### config.mk
export PLATFORM = sky130hd
export DESIGN_NAME = bcd_updown_counter_flat
export DESIGN_NICKNAME = d
export VERILOG_FILES = /design/src/rtl/bcd_pkg.sv /design/src/rtl/bcd_updown_counter_if.sv /design/src/rtl/bcd_digit_cell.sv /design/src/rtl/bcd_updown_counter.sv /design/src/flat_wrapper.sv
export SDC_FILE = /design/constraint.sdc
export NUM_CORES = 1
export LEC_CHECK = 0
export ABC_AREA = 1
export CELL_PAD_IN_SITES_DETAIL_PLACEMENT = 0
export CELL_PAD_IN_SITES_GLOBAL_PLACEMENT = 1
export CORE_UTILIZATION = 27
export DETAILED_ROUTE_END_ITERATION = 6
export PLACE_DENSITY_LB_ADDON = 0.08
export SKIP_LAST_GASP = 1
export SLEW_MARGIN = 15
export SYNTH_ARGS = -nofsm -noshare
export SYNTH_HDL_FRONTEND = slang
export SYNTH_SLANG_ARGS = --single-unit
### constraint.sdc
create_clock -name clk -period 1.15 [get_ports clk]
set_input_delay 0.115 -clock clk [delete_from_list [all_inputs] [get_ports clk]]
set_output_delay 0.115 -clock clk [all_outputs]
set_load 0.1 [all_outputs]
### src/rtl/bcd_pkg.sv
// Shared BCD digit type, limits and per-digit helpers for the decade counter.
// Optional build macro used by the counter top: BCD_CNT_ONEHOT_EN.
package bcd_pkg;

  typedef logic [3:0] bcd_digit_t;

  localparam bcd_digit_t BCD_MIN = 4'd0;
  localparam bcd_digit_t BCD_MAX = 4'd9;

  function automatic logic bcd_is_valid(bcd_digit_t d);
    return (d <= BCD_MAX);
  endfunction

  // One decade step with wrap; callers guarantee d is already a legal digit.
  function automatic bcd_digit_t bcd_step(bcd_digit_t d, logic up);
    if (up)
      return (d >= BCD_MAX) ? BCD_MIN : d + 4'd1;
    else
      return (d == BCD_MIN) ? BCD_MAX : d - 4'd1;
  endfunction

endpackage

### src/rtl/bcd_updown_counter_if.sv
// Control/data bundle of the BCD up/down counter; master drives, slave is the counter.
interface bcd_updown_counter_if #(
  parameter int unsigned DIGITS = 1
) ();
  logic                  en;
  logic                  up;
  logic                  load;
  logic [4*DIGITS-1:0]   din;
  logic [4*DIGITS-1:0]   bcd;
  logic                  tc;
  logic                  load_err;

  modport master (
    output en, up, load, din,
    input  bcd, tc, load_err
  );

  modport slave (
    input  en, up, load, din,
    output bcd, tc, load_err
  );
endinterface

### src/rtl/bcd_digit_cell.sv
// One decade of the counter: loadable BCD digit that steps up or down with wrap.
module bcd_digit_cell
  import bcd_pkg::*;
(
  input  logic       clk,
  input  logic       rst_n,
  input  logic       load,
  input  bcd_digit_t d,
  input  logic       step,
  input  logic       up,
  output bcd_digit_t q,
  output logic       at_max,
  output logic       at_min
);

  // Illegal load nibbles collapse to 0 so q never leaves 0..9.
  always_ff @(posedge clk or negedge rst_n) begin
    if (!rst_n)
      q <= BCD_MIN;
    else if (load)
      q <= bcd_is_valid(d) ? d : BCD_MIN;
    else if (step)
      q <= bcd_step(q, up);
  end

  assign at_max = (q == BCD_MAX);
  assign at_min = (q == BCD_MIN);

endmodule

### src/rtl/bcd_updown_counter.sv
// Cascadable multi-digit up/down BCD counter with parallel load (CD4029 decade style).
// Define BCD_CNT_ONEHOT_EN to add the registered 1-of-10 image of digit 0 on dec0.
module bcd_updown_counter
  import bcd_pkg::*;
#(
  parameter int unsigned DIGITS = 1
) (
  input  logic                  clk,
  input  logic                  rst_n,
  bcd_updown_counter_if.slave   bus
`ifdef BCD_CNT_ONEHOT_EN
  ,
  output logic [9:0]            dec0
`endif
);

  logic [DIGITS-1:0] at_max;
  logic [DIGITS-1:0] at_min;
  logic [DIGITS-1:0] bad;
  logic [DIGITS-1:0] step;
  logic [DIGITS:0]   chain_max;
  logic [DIGITS:0]   chain_min;

  // chain_*[k]: all digits below k sit at the wrap boundary for the current direction.
  always_comb begin
    chain_max    = '0;
    chain_min    = '0;
    chain_max[0] = 1'b1;
    chain_min[0] = 1'b1;
    for (int unsigned k = 0; k < DIGITS; k++) begin
      chain_max[k+1] = chain_max[k] & at_max[k];
      chain_min[k+1] = chain_min[k] & at_min[k];
    end
  end

  for (genvar k = 0; k < DIGITS; k++) begin : g_digit
    assign step[k] = bus.en & (bus.up ? chain_max[k] : chain_min[k]);
    assign bad[k]  = !bcd_is_valid(bus.din[4*k +: 4]);

    bcd_digit_cell u_cell (
      .clk    (clk),
      .rst_n  (rst_n),
      .load   (bus.load),
      .d      (bus.din[4*k +: 4]),
      .step   (step[k]),
      .up     (bus.up),
      .q      (bus.bcd[4*k +: 4]),
      .at_max (at_max[k]),
      .at_min (at_min[k])
    );
  end

  assign bus.tc = bus.en & ~bus.load & (bus.up ? chain_max[DIGITS] : chain_min[DIGITS]);

  always_ff @(posedge clk or negedge rst_n) begin
    if (!rst_n)
      bus.load_err <= 1'b0;
    else
      bus.load_err <= bus.load & (|bad);
  end

`ifdef BCD_CNT_ONEHOT_EN
  bcd_digit_t d0_next;

  // Mirrors digit 0's next value so dec0 updates on the same edge as bcd.
  always_comb begin
    d0_next = bus.bcd[3:0];
    if (bus.load)
      d0_next = bcd_is_valid(bus.din[3:0]) ? bus.din[3:0] : BCD_MIN;
    else if (step[0])
      d0_next = bcd_step(bus.bcd[3:0], bus.up);
  end

  always_ff @(posedge clk or negedge rst_n) begin
    if (!rst_n)
      dec0 <= 10'b0000000001;
    else
      dec0 <= 10'(1) << d0_next;
  end
`endif

endmodule

### src/flat_wrapper.sv
// flat-port wrapper written by rule: the top's interface ports become plain ports
module bcd_updown_counter_flat import bcd_pkg::*;
#(
  parameter int unsigned DIGITS = 1
)
  (clk, rst_n, bus_en, bus_up, bus_load, bus_din, bus_bcd, bus_tc, bus_load_err);
  bcd_updown_counter_if #(.DIGITS(DIGITS)) bus_i ();
  input  logic clk;
  input  logic rst_n;
  input wire logic [$bits(bus_i.en)-1:0] bus_en;
  input wire logic [$bits(bus_i.up)-1:0] bus_up;
  input wire logic [$bits(bus_i.load)-1:0] bus_load;
  input wire logic [$bits(bus_i.din)-1:0] bus_din;
  output wire logic [$bits(bus_i.bcd)-1:0] bus_bcd;
  output wire logic [$bits(bus_i.tc)-1:0] bus_tc;
  output wire logic [$bits(bus_i.load_err)-1:0] bus_load_err;
  assign bus_i.en = bus_en;
  assign bus_i.up = bus_up;
  assign bus_i.load = bus_load;
  assign bus_i.din = bus_din;
  assign bus_bcd = bus_i.bcd;
  assign bus_tc = bus_i.tc;
  assign bus_load_err = bus_i.load_err;
  bcd_updown_counter #(.DIGITS(DIGITS)) u_core (.clk(clk), .rst_n(rst_n), .bus(bus_i));
endmodule
==> impl_metrics.ini, run 1 <==
[outcome]
outcome = complete, but fails checks
violations = design-rule violations, negative setup slack

[drt]
drt_wl_total_um = 1421
vias = 588
postRouteAntennaNets = 0
drtIter0Drc = 14
wl_per_cell_um = 12.04
via_per_inst = 4.983
dr.pass1.iters = 6
drc = 2

[timing]
finalSetupTns_ns = -1.641
slew_headroom_pct = 78.54
drv_slew = 0
rsz0062_at_grt = true
worstMarginPinSlew_ns = 0.3185
post-route-period-util_pct = 141.7
skew_ns = 0.003260
min_period_ns = 1.629
whs_ns = 0.1072
max_clock_freq_mhz = 613.8
fin_ws_ns = -0.4791
hold_viol_final = 0
finalSetupViolCount = 7

[placed_design]
gp_congestion = 0.8001
dpl_worst_slack_ns = -0.2590
portBuffers = 14
dp_hpwl_um = 1124

[die]
io_pins = 15
die-area_um2 = 1913
die_h_um = 43.74
die_w_um = 43.74
rows = 14
core-area_um2 = 1559
initial_core_util_pct = 30.18

[logic_synthesis]
synth_area_leader_cell = dfrtp_1
postSynthCellCount = 65
synth_cell_types = 21
synth-main-ff-cell = dfrtp_1
async_flop_share_pct = 100.0
yosysTopAreaCellShare_pct = 26.60
synth_seq_cells = 5
synth_common_cells = nand2_1 (14), inv_1 (10), nand3_1 (9)
synth_area_um2 = 470.5
yosysMostFrequentCell = nand2_1
synthTopCellsByArea = dfrtp_1 (27%), nand2_1 (11%), ha_1 (11%), nand3_1 (9.6%), inv_1 (8.0%)
synthesis.nets = 78
synth-edff-count = 0
yosysWarningCount = 0
seq_area_frac_synth_pct = 26.60
avgSynthCellArea_um2 = 7.238

[worst_hold_path]
worstHoldPathType = in -> async

[layout]
nets = 116
antenna_cells = 0
final_util_pct = 64.53
area_delta_synth_final_pct = 113.8
final_layout_size_suffix_gt1_share_pct = 51.96

[cts]
root_buffer = clkbuf_4
clock_path_buffers = 2
insertion_delay_ns = 0.24
htree_levels = 1
numCtsBuffers = 3
cts_tree = built
cts_hold_buf = 0
clkSlewWorstSetupHoldPaths_ns = 0.05
clock_sinks = 5

[setup_path]
reg2reg_from = u_core.g_digit[0].u_cell.q[0]
crit_type = reg -> out
cp.required_ns = 1.03
crit_path_start_kind = flip-flop
path_max_fanout = 2
cp_data_arrival_time_ns = 1.51
r2r_slack_ns = -0.32
timing.rr.end = u_core.g_digit[0].u_cell.q[0]
r2r_cells = 8
endpoint_kind = output pin

[power]
leakagePower_nw = 0.4483
clkPwrFrac_pct = 16.5
total_power_mw = 1.250
irDropWorstVdd_uv = 674.4
power_frac_seq_pct = 19.3
power_density_nw_per_um2 = 1243
internal_power_uw = 706.6
power_switching_uw = 543.4
netSwitchingFraction_pct = 43.47
p_comb_share_pct = 64.2

[global_routing]
grt_use_total_pct = 17.66
antenna_found_initial = 0
grt_overflow = 0
grt_pass1_wl_um = 2470
grt_max_degree = 8
grt_pass1_vias = 583

[job]
drv_cap = 0
state kept, by name (all words and copies together), names as in the netlist:
signal	flops
u_core.g_digit.u_cell.q	4
u_core.bus.load_err	1
stage by stage:
step                cells  instance area [um2]
detailed placement    110                854.6
CTS                   116                977.2
finish                118                 1006
global placement      110                854.6
global route          118                 1006
floorplan              65                523.0
critical path, stage by stage (launching register included):
cell and delay [ns]:
dfrtp_4 0.50, buf_12 0.14, ha_4 0.15, a31oi_2 0.23
nor4_4 0.07, buf_12 0.17
timing repair:
item	CTS	global route
gates resized for setup	14	5
cloned	0	0
setup endpoints to repair	8	9
setup buffers	4	3
pin swaps	6	9
power groups by stage:
| stage | Clock (mW) | Combinational, mW | Sequential, mW |
|---|---|---|---|
| after floorplan | 0 | 0.238 | 0.407 |
| after global placement | 0 | 0.681 | 0.239 |
| after detailed placement | 0 | 0.682 | 0.240 |
| after CTS | 0.215 | 0.772 | 0.240 |
| after global routing | 0.223 | 0.860 | 0.243 |
| final | 0.207 | 0.802 | 0.241 |
how the worst max path moves through the flow:
stage                                        from      to  slack (ns)  cells after the start
floorplan           u_core.g_digit[0].u_cell.q[2]  bus_tc       -1.04                      4
global placement    u_core.g_digit[0].u_cell.q[0]  bus_tc       -0.27                      5
detailed placement  u_core.g_digit[0].u_cell.q[0]  bus_tc       -0.26                      5
CTS                 u_core.g_digit[0].u_cell.q[0]  bus_tc       -0.48                      5
global route        u_core.g_digit[0].u_cell.q[0]  bus_tc       -0.52                      5
finish              u_core.g_digit[0].u_cell.q[0]  bus_tc       -0.48                      5
layout make-up:
| type | count | area, um2 |
|---|---|---|
| repair buffers | 35 | 392.9 |
| flip-flops and latches | 5 | 137.6 |
| inverters | 10 | 42.54 |
| clock buffers | 4 | 26.28 |
| multi-input cells | 48 | 386.6 |
| fillers | 130 | 553.0 |
| well taps | 16 | 20.02 |
layout by cell type (no fill, tap or decap):
cell type | Yosys | final
clkbuf_4 | 0 | 3
nor3_1 | 1 | 1
a31oi_1 | 2 | 1
nand4_1 | 2 | 2
a31oi_2 | 0 | 1
xor2_1 | 1 | 1
inv_4 | 0 | 2
nand3_1 | 9 | 7
buf_6 | 1 | 4
nor2_4 | 0 | 1
nor2_2 | 2 | 1
nand2_1 | 14 | 12
o21ai_2 | 1 | 1
nand3_2 | 1 | 3
buf_12 | 0 | 7
nor2_1 | 3 | 3
a21oi_2 | 0 | 1
clkbuf_1 | 0 | 1
clkdlybuf4s50_1 | 0 | 8
o21ai_0 | 1 | 1
dfrtp_1 | 5 | 1
a21oi_1 | 2 | 1
nand2_2 | 0 | 2
inv_2 | 0 | 1
dfrtp_2 | 0 | 1
buf_4 | 0 | 15
a21oi_4 | 1 | 1
o211ai_1 | 2 | 2
ha_4 | 0 | 4
dfrtp_4 | 0 | 3
nor4_4 | 0 | 1
inv_1 | 10 | 7
buf_8 | 0 | 1
a32o_1 | 1 | 1
cells by family after synthesis:
group | count (synthesis) | share of synthesized area, %
AOI/OAI and AO/OA | 10 | 16.49
adders and majority gates | 4 | 10.64
xor gates and xnor gates | 1 | 1.862
and+or+nand+nor | 33 | 32.98
DFF | 5 | 26.60
buffers and inverters | 12 | 11.44
per-layer routing:
| layer | vias up | GRT usage [%] | wire [um] | part of all wire (%) |
|---|---|---|---|---|
| li1 | 291 | - | - | - |
| met2 | 13 | 28.96 | 706 | 50 |
| met5 | - | 0 | 0 | 0 |
| met4 | 0 | 1.875 | 0 | 0 |
| met1 | 284 | 23.79 | 659 | 46 |
| met3 | 0 | 5.000 | 55 | 3.9 |
No activity file was read; power rests on OpenSTA's default activity.
==> run 2, diff against run 1 <==
REMOVE_ABC_BUFFERS = 1   (was unset)
==> run 2 against run 1 <==
  * The flow still finishes with violations (design-rule violations, negative setup slack)
  * Utilization shrank 0.88 points
  * Global-route usage fell by 0.53 points
  * Fmax increased by 3.1%
  * Flip-flop and latch count is the same
  * Final cell count up 0.85%
  * Largest power group unchanged
==> impl_metrics.ini, run 2 (synthesis results as in run 1) <==
[outcome]
outcome = complete, but fails checks
violations = design-rule violations, negative setup slack

[timing]
worstMarginPinSlew_ns = 0.2906
skew_ns = 0.007517
drv_slew = 0
min_period_ns = 1.580
finalSetupViolCount = 6
max_clock_freq_mhz = 632.7
fin_ws_ns = -0.4305
hold_viol_final = 0
rsz0062_at_grt = true
post-route-period-util_pct = 137.4
finalSetupTns_ns = -1.352
slew_headroom_pct = 80.42

[layout]
final_cell_mix = buf_4 (15), nand2_1 (12), clkdlybuf4s50_1 (8)
nets = 117
final_layout_size_suffix_gt1_share_pct = 50.49
finish.instance_area_um2 = 992.2
regMostFlops = u_core.g_digit.u_cell.q
layout_commonest_cell = buf_4
largest_registers = u_core.g_digit.u_cell.q: 4 flops, u_core.bus.load_err: 1 flops
antenna_cells = 0
largest_reg_flops = 4
area_delta_synth_final_pct = 110.9

[setup_path]
crit_type = reg -> out
path_max_fanout = 3
crit_family = flip-flops
crit_chain = inv_2, ha_4, a21oi_4, nor4_4, buf_12
crit_path_start_kind = flip-flop
cp.required_ns = 1.03
endpoint_kind = output pin
cp_data_arrival_time_ns = 1.47
critPathBufInv = 2
slowest_delay_ns = 0.38
slowest_stage = dfrtp_1

[die]
die_w_um = 43.74
initial_core_util_pct = 30.18
core-area_um2 = 1559
io_pins = 15
rows = 14
die-area_um2 = 1913
die_h_um = 43.74

[cts]
insertion_delay_ns = 0.25
cts_hold_buf = 0
htree_levels = 1
cts_tree = built
numCtsBuffers = 3
clock_sinks = 5
clock_path_buffers = 2
root_buffer = clkbuf_4
clkSlewWorstSetupHoldPaths_ns = 0.05

[drt]
drtIter0Drc = 13
vias = 592
postRouteAntennaNets = 0
drt_wl_total_um = 1545
wl_per_cell_um = 12.98
dr.pass1.iters = 6
via_per_inst = 4.975
drc = 1

[placed_design]
gp_congestion = 0.8669
place_area_um2 = 802.0
dp_hpwl_um = 1099
portBuffers = 14

[global_routing]
grt_pass1_vias = 554
grt_overflow = 0
grt_pass1_wl_um = 2318
antenna_found_initial = 0
grt_use_total_pct = 17.13
grt_max_degree = 9

[job]
drv_cap = 0

[power]
power_density_nw_per_um2 = 1265
irDropWorstVdd_uv = 796.8
leakagePower_nw = 0.4553

[worst_hold_path]
worstHoldPathType = in -> async
## run 2: cell types whose count changed in the layout (fill, tap and decap cells not counted)
cell,delta
a21oi_2,+1
inv_4,-2
buf_8,-1
buf_12,-1
buf_6,+3
dfrtp_1,+3
inv_2,+2
a21oi_1,-1
dfrtp_4,-3
## run 2: worst paths after layout
| check | from | to | slack [ns] | cells past startpoint |
|---|---|---|---|---|
| setup / recovery | u_core.g_digit[0].u_cell.q[1] | bus_tc | -0.43 | 5 |
| hold / removal | rst_n | u_core.bus.load_err | 0.10 | 1 |
| setup reg to reg | u_core.g_digit[0].u_cell.q[1] | u_core.g_digit[0].u_cell.q[1] | -0.26 | 10 |
| hold reg to reg | u_core.g_digit[0].u_cell.q[1] | u_core.g_digit[0].u_cell.q[1] | 0.72 | 3 |
| max in group asynchronous | rst_n | u_core.g_digit[0].u_cell.q[2] | 0.82 | 1 |
| min in group clk | bus_din[0] | u_core.g_digit[0].u_cell.q[0] | 0.49 | 3 |
## run 2: metal layers
layer,track usage (%),wire (um),vias up
met3,4.583,35,2
met5,0,0,-
met4,8.750,26,0
met1,20.15,653,282
met2,28.36,829,12
li1,-,-,296
## run 2: through the flow
| step | util (%) | std cells | power, mW | worst slack, ns | hold WS [ns] |
|---|---|---|---|---|---|
| finish | 63.64 | 119 | 1.255 | -0.4305 | 0.1019 |
| global route | 63.64 | 119 | 1.323 | -0.4918 | 0.1091 |
| CTS | 60.03 | 117 | 1.196 | -0.4318 | 0.09937 |
| detailed placement | 51.44 | 110 | 0.8797 | -0.3939 | 0.3645 |
| global placement | 51.44 | 110 | 0.8798 | -0.3559 | 0.3696 |
| floorplan | - | 63 | 0.5815 | -3.226 | -0.1806 |
## run 2: worst reg2reg max path: stages (launching register included)
cell     delay (ns)
dfrtp_1        0.38
inv_2          0.11
ha_4           0.16
a21oi_4        0.06
buf_4          0.13
buf_6          0.10
buf_6          0.11
o21ai_2        0.04
nand2_1        0.06
nand2_1        0.07
nand3_2        0.06
## run 2: what timing repair did
| action | CTS | global route |
|---|---|---|
| pin swaps | 8 | 10 |
| setup endpoints to repair | 6 | 8 |
| gates resized for setup | 18 | 12 |
| setup buffers | 5 | 4 |
| gates cloned | 0 | 0 |
## run 2: power breakdown
group          switching, mW  leakage (nW)  total, mW  internal, mW
Clock                 0.0816        0.0150      0.213         0.132
Sequential            0.0256        0.0621      0.224         0.199
Combinational          0.450         0.378      0.817         0.367
## run 2: area by class of cell
| type | instances | area, um2 |
|---|---|---|
| Fill cell | 128 | 566.8 |
| Timing Repair Buffer | 36 | 391.6 |
| Multi-Input combinational cell | 48 | 390.4 |
| Sequential cell | 5 | 126.4 |
| Inverter | 10 | 37.54 |
| Clock buffer | 4 | 26.28 |
| Tap cell | 16 | 20.02 |
==> run 3, diff against run 2 <==
SLEW_MARGIN = 10   (was 15)
==> results of run 3 <==
Final layout, timing and power as in run 2 (identical DEF).
